===== config.mk =====
export PLATFORM = sky130hd
export DESIGN_NAME = keystream_packer
export DESIGN_NICKNAME = d
export VERILOG_FILES = /design/src/rtl/keystream_packer_pkg.sv /design/src/rtl/keystream_packer_sync_fifo.sv /design/src/rtl/keystream_packer.sv
export SDC_FILE = /design/constraint.sdc
export NUM_CORES = 1
export LEC_CHECK = 0
export CAP_MARGIN = 0
export CORE_UTILIZATION = 50
export DETAILED_ROUTE_END_ITERATION = 8
export PLACE_DENSITY = 0.74
export SYNTH_ARGS = -nofsm -noshare
export SYNTH_HDL_FRONTEND = slang
export SYNTH_SLANG_ARGS = --single-unit

===== constraint.sdc =====
create_clock -name clk -period 2.2 [get_ports clk]
set_input_delay 0.66 -clock clk [delete_from_list [all_inputs] [get_ports clk]]
set_output_delay 0.66 -clock clk [all_outputs]
set_load 0.005 [all_outputs]

===== src/rtl/keystream_packer_pkg.sv =====
// Shared definitions for the keystream packer: byte width, default buffer depth
// and the FSM state encoding.
package keystream_packer_pkg;

    localparam int BYTE_W             = 8;
    localparam int DEFAULT_FIFO_DEPTH = 4;

    localparam logic [1:0] ST_IDLE      = 2'd0;
    localparam logic [1:0] ST_GATHER    = 2'd1;
    localparam logic [1:0] ST_WAIT_DATA = 2'd2;

    typedef logic [BYTE_W-1:0] byte_t;

    // The first bit shifted in ends up at the MSB once a byte is complete.
    function automatic byte_t ks_shift(input byte_t ks, input logic bit_in);
        return {ks[BYTE_W-2:0], bit_in};
    endfunction

endpackage


===== src/rtl/keystream_packer_sync_fifo.sv =====
// Single-clock FIFO with registered storage; pointers carry one extra bit so
// that full and empty can be told apart when the address bits match.
module sync_fifo #(
    parameter int WIDTH = 8,
    parameter int DEPTH = 4
) (
    input  logic             clk,
    input  logic             rst_n,
    input  logic             push_i,
    input  logic [WIDTH-1:0] push_data_i,
    input  logic             pop_i,
    output logic [WIDTH-1:0] pop_data_o,
    output logic             full_o,
    output logic             empty_o
);

    localparam int AW = $clog2(DEPTH);

    logic [AW:0]      wr_ptr_q, wr_ptr_d;
    logic [AW:0]      rd_ptr_q, rd_ptr_d;
    logic [WIDTH-1:0] mem_q [DEPTH];

    // NOTE: every variable gets a default at the top of always_comb so no path leaves it unassigned (no latch).
    always_comb begin
        wr_ptr_d = wr_ptr_q;
        rd_ptr_d = rd_ptr_q;
        if (push_i && !full_o) wr_ptr_d = wr_ptr_q + 1'b1;
        if (pop_i && !empty_o) rd_ptr_d = rd_ptr_q + 1'b1;
    end

    // NOTE: state flops use non-blocking (<=) so every flop samples pre-edge values.
    always_ff @(posedge clk or negedge rst_n) begin
        if (!rst_n) begin
            wr_ptr_q <= '0;
            rd_ptr_q <= '0;
        end else begin
            wr_ptr_q <= wr_ptr_d;
            rd_ptr_q <= rd_ptr_d;
        end
    end

    // NOTE: the storage array is deliberately not reset; the empty flag guards its contents.
    always_ff @(posedge clk) begin
        if (push_i && !full_o) mem_q[wr_ptr_q[AW-1:0]] <= push_data_i;
    end

    assign full_o     = (wr_ptr_q[AW] != rd_ptr_q[AW]) &&
                        (wr_ptr_q[AW-1:0] == rd_ptr_q[AW-1:0]);
    assign empty_o    = (wr_ptr_q == rd_ptr_q);
    assign pop_data_o = empty_o ? '0 : mem_q[rd_ptr_q[AW-1:0]];

endmodule


===== src/rtl/keystream_packer.sv =====
// Collects 8 keystream bits from an upstream LFSR, XORs them onto a plaintext
// byte and queues the ciphertext in an output FIFO.
module keystream_packer
    import keystream_packer_pkg::*;
#(
    parameter int FIFO_DEPTH = DEFAULT_FIFO_DEPTH,
    parameter int CNT_W      = 16
) (
    input  logic              clk,
    input  logic              rst_n,
    input  logic              start,
    input  logic              stop,
    input  logic              k_i,
    output logic              lfsr_en_o,
    input  logic [BYTE_W-1:0] data_i,
    input  logic              data_valid_i,
    output logic              data_ready_o,
    output logic [BYTE_W-1:0] out_data_o,
    output logic              out_valid_o,
    input  logic              out_ready_i,
    output logic              busy_o,
    output logic [CNT_W-1:0]  count_o
);

    logic [1:0]       state_q, state_d;
    byte_t            ks_q, ks_d;
    logic [2:0]       bit_cnt_q, bit_cnt_d;
    logic [CNT_W-1:0] count_q, count_d;

    logic fifo_full, fifo_empty, push;

    assign lfsr_en_o    = (state_q == ST_GATHER);
    assign data_ready_o = (state_q == ST_WAIT_DATA) && !fifo_full;
    assign busy_o       = (state_q != ST_IDLE);
    assign out_valid_o  = !fifo_empty;
    assign count_o      = count_q;
    // A stop on the handshake edge wins: the byte is dropped.
    assign push         = data_valid_i && data_ready_o && !stop;

    always_comb begin
        state_d   = state_q;
        ks_d      = ks_q;
        bit_cnt_d = bit_cnt_q;
        count_d   = count_q;
        case (state_q)
            ST_IDLE: begin
                if (start) state_d = ST_GATHER;
            end
            ST_GATHER: begin
                ks_d      = ks_shift(ks_q, k_i);
                bit_cnt_d = bit_cnt_q + 3'd1;
                if (bit_cnt_q == 3'd7) state_d = ST_WAIT_DATA;
            end
            ST_WAIT_DATA: begin
                if (push) begin
                    state_d   = ST_GATHER;
                    bit_cnt_d = '0;
                    count_d   = count_q + 1'b1;
                end
            end
            default: state_d = ST_IDLE;
        endcase
        if (stop) begin
            state_d   = ST_IDLE;
            ks_d      = '0;
            bit_cnt_d = '0;
        end
    end

    always_ff @(posedge clk or negedge rst_n) begin
        if (!rst_n) begin
            state_q   <= ST_IDLE;
            ks_q      <= '0;
            bit_cnt_q <= '0;
            count_q   <= '0;
        end else begin
            state_q   <= state_d;
            ks_q      <= ks_d;
            bit_cnt_q <= bit_cnt_d;
            count_q   <= count_d;
        end
    end

    sync_fifo #(
        .WIDTH(BYTE_W),
        .DEPTH(FIFO_DEPTH)
    ) u_fifo (
        .clk        (clk),
        .rst_n      (rst_n),
        .push_i     (push),
        .push_data_i(data_i ^ ks_q),
        .pop_i      (out_valid_o && out_ready_i),
        .pop_data_o (out_data_o),
        .full_o     (fifo_full),
        .empty_o    (fifo_empty)
    );

endmodule


==> impl_metrics.ini <==
[run_status]
status = complete, but fails checks
violations = setup timing

[global_routing]
grt.overflow.total = 0
grt_pass1_vias = 2048
grt_max_degree = 36
grt_util_all_layers = 0.2214
grt_first_pass_wirelength_microns = 10050
antenna_found_initial = 0

[sta]
worst_pin_slew_ps = 608.8
finalSetupViolations = 9
hold_viol = 0
finalCriticalPeriod_ps = 2377
rsz0062_at_grt = yes
final.period_utilization = 1.080
final.setup.tns_ps = -1318
slew_headroom = 0.5877
fmax_mhz = 420.8
worst_slack_ps = -176.7
report.final.slew_viol_count = 0
finalClockSkew_ps = 7.007

[yosys]
avgSynthCellArea_sq_um = 13.34
syn_area_sq_um = 3014
synth_top_area_cell = edfxtp_1
syn_inst = 226
synth_edf_count = 32
ys_types = 35
yosysTopAreaCellShare = 0.3188
yosysWarnings = 0
seq_area_frac_synth = 0.6094
synthArstFlopShare = 0.5224
synth_most_common_cell = dfrtp_1
yosys-top-cells-count = dfrtp_1, edfxtp_1, nand2_1, xor2_1, xnor2_1
synthFlopType = dfrtp_1
synth_seq_cells = 67
synth.area.top_cells = edfxtp_1, dfrtp_1, mux4_2
synth_nets = 249

[critical_path]
slowest_delay_ps = 490
worst-path-buf-inv = 3
cp_common_cell = buf_6
arrival_ps = 1720
cp_max_fo = 5
crit_slowest_cell = mux4_2
crit_path_end_kind = primary output
criticalPathCategory = register to primary output
crit_family = multiplexers
start_kind = register
r2r_slack_ps = 150
cp_data_required_time_ps = 1540
cp_cell_sequence = buf_6, buf_6, mux4_2, and2_1, buf_2

[clock_network]
htree_levels = 3
clkLatencyLatePin_ps = 330
cts.clk_slew.worst_paths_ps = 70
numCtsBuffers = 9
postCtsHoldBufs = 0
clock_sinks = 67
cts-root-buf = clkbuf_8
tritoncts = yes
clock_path_buffers = 2

[floorplan]
die_x_microns = 79.64
top_level_ports = 43
core_sq_um = 5642
num_rows = 27
dieArea_sq_um = 6343
die_h_microns = 79.64
start_util = 0.5343

[pwr]
cellPowerDensity_nw_per_um2 = 905.7
power.leakage_uw = 0.001744
peakVddDrop_mv = 0.6641

[finish]
areaGrowthSynthToFinish_pct = 37.28
layout-drive-gt1-share = 0.2934
antennaDiodeCount = 0
layout.cells.non_filler = 389
nNetsFinal = 335

[worst_hold_path]
hp-class = register to register

[routing]
drc_errors = 0
routed_wl_microns = 5948
wl_per_cell_microns = 15.29
route.vias.total = 2001
first_pass_iters = 4
drt_iter0_drc = 117
ant_nets = 0
drt-vias-per-instance = 5.144

[placement]
pre_cts_ws_ps = -204.0
dp.cells = 360
io_buffers = 42
gp_congestion = 0.8485
hpwl_microns = 4073

[run]
max_cap_violations = 0
==> worst paths after layout <==
kind / start / endpoint / depth (start not counted)
worst min-delay path: count_o[15] / count_o[15] / 1
worst min register to register: count_o[15] / count_o[15] / 1
min in group asynchronous: rst_n / u_fifo.rd_ptr_q[2] / 2
worst max register to register: u_fifo.rd_ptr_q[0] / count_o[12] / 8
max in group asynchronous: rst_n / state_q[1] / 2
worst max-delay path: u_fifo.rd_ptr_q[0] / out_data_o[4] / 5
==> flip-flops by register name, summed over array words and instances (netlist names) <==
name	count
u_fifo.mem_q	32
count_o	16
ks_q	8
bit_cnt_q	3
u_fifo.rd_ptr_q	3
u_fifo.wr_ptr_q	3
state_q	2
==> cell usage in the layout, fill, tap and decap left out, types with 2 or more instances in the layout <==
cell type,instances
dfrtp_1,34
edfxtp_1,32
clkdlybuf4s50_1,31
nand2_1,30
buf_4,25
xor2_1,18
buf_6,15
a21oi_1,13
xnor2_1,11
clkbuf_8,9
mux4_2,8
and2_1,8
ha_1,8
inv_1,7
buf_2,5
and2_4,4
nor2_1,4
mux2_2,4
nand3_1,4
nor3_1,4
buf_12,4
nand3b_1,3
clkinv_2,3
xnor2_2,2
nand2b_1,2
nand4_1,2
nor4_1,2
clkinvlp_4,2
==> report_power, final <==
group / total (uW) / internal (uW) / switching, uW
Combinational: 1360 / 840 / 523
Clock: 981 / 518 / 463
Sequential: 1400 / 1360 / 49.1
Total: 3750 / 2710 / 1030
==> logic make-up (layout without fill, tap and decap cells) <==
| logic type | Yosys count | in the layout | synth area share |
|---|---|---|---|
| and+or+nand+nor | 69 | 69 | 0.1158 |
| DFF | 67 | 67 | 0.6094 |
| muxes | 12 | 12 | 0.07472 |
| buffers and inverters | 14 | 105 | 0.02034 |
| AOI/OAI and AO/OA | 22 | 22 | 0.04774 |
| adders and majority gates | 8 | 8 | 0.03321 |
| xor gates and xnor gates | 34 | 34 | 0.09880 |
==> metrics by stage <==
stage,total power (uW),hold WS [ps],cell area [sq um],util
3_3_place_gp,2388,461.1,3726,0.6605
4_1_cts,3691,482.8,4093,0.7254
6_report,3748,479.9,4138,0.7334
2_1_floorplan,1907,364.4,3014,-
3_5_place_dp,2417,469.2,3726,0.6605
5_1_grt,3937,520.6,4138,0.7334
==> routing by layer <==
layer  wire (microns)  GRT usage
met2             2829     0.3436
met1             2785     0.2998
met5                0          0
met4               99    0.08182
met3              234    0.05829
==> final cells by class <==
class / count / area, sq um
fillers: 379 / 1504
clock inverters: 7 / 68.82
well taps: 72 / 90.09
multi-input cells: 145 / 1202
flip-flops and latches: 67 / 1838
inverters: 8 / 30.03
repair buffers: 81 / 784.5
clock buffers: 9 / 123.9
==> timing repair <==
item,CTS,global route
setup endpoints to repair,12,11
resized for setup,61,8
pin swaps,12,3
gates cloned,1,0
buffers inserted,10,2
Note: power is estimated with default switching activity, not from simulation.
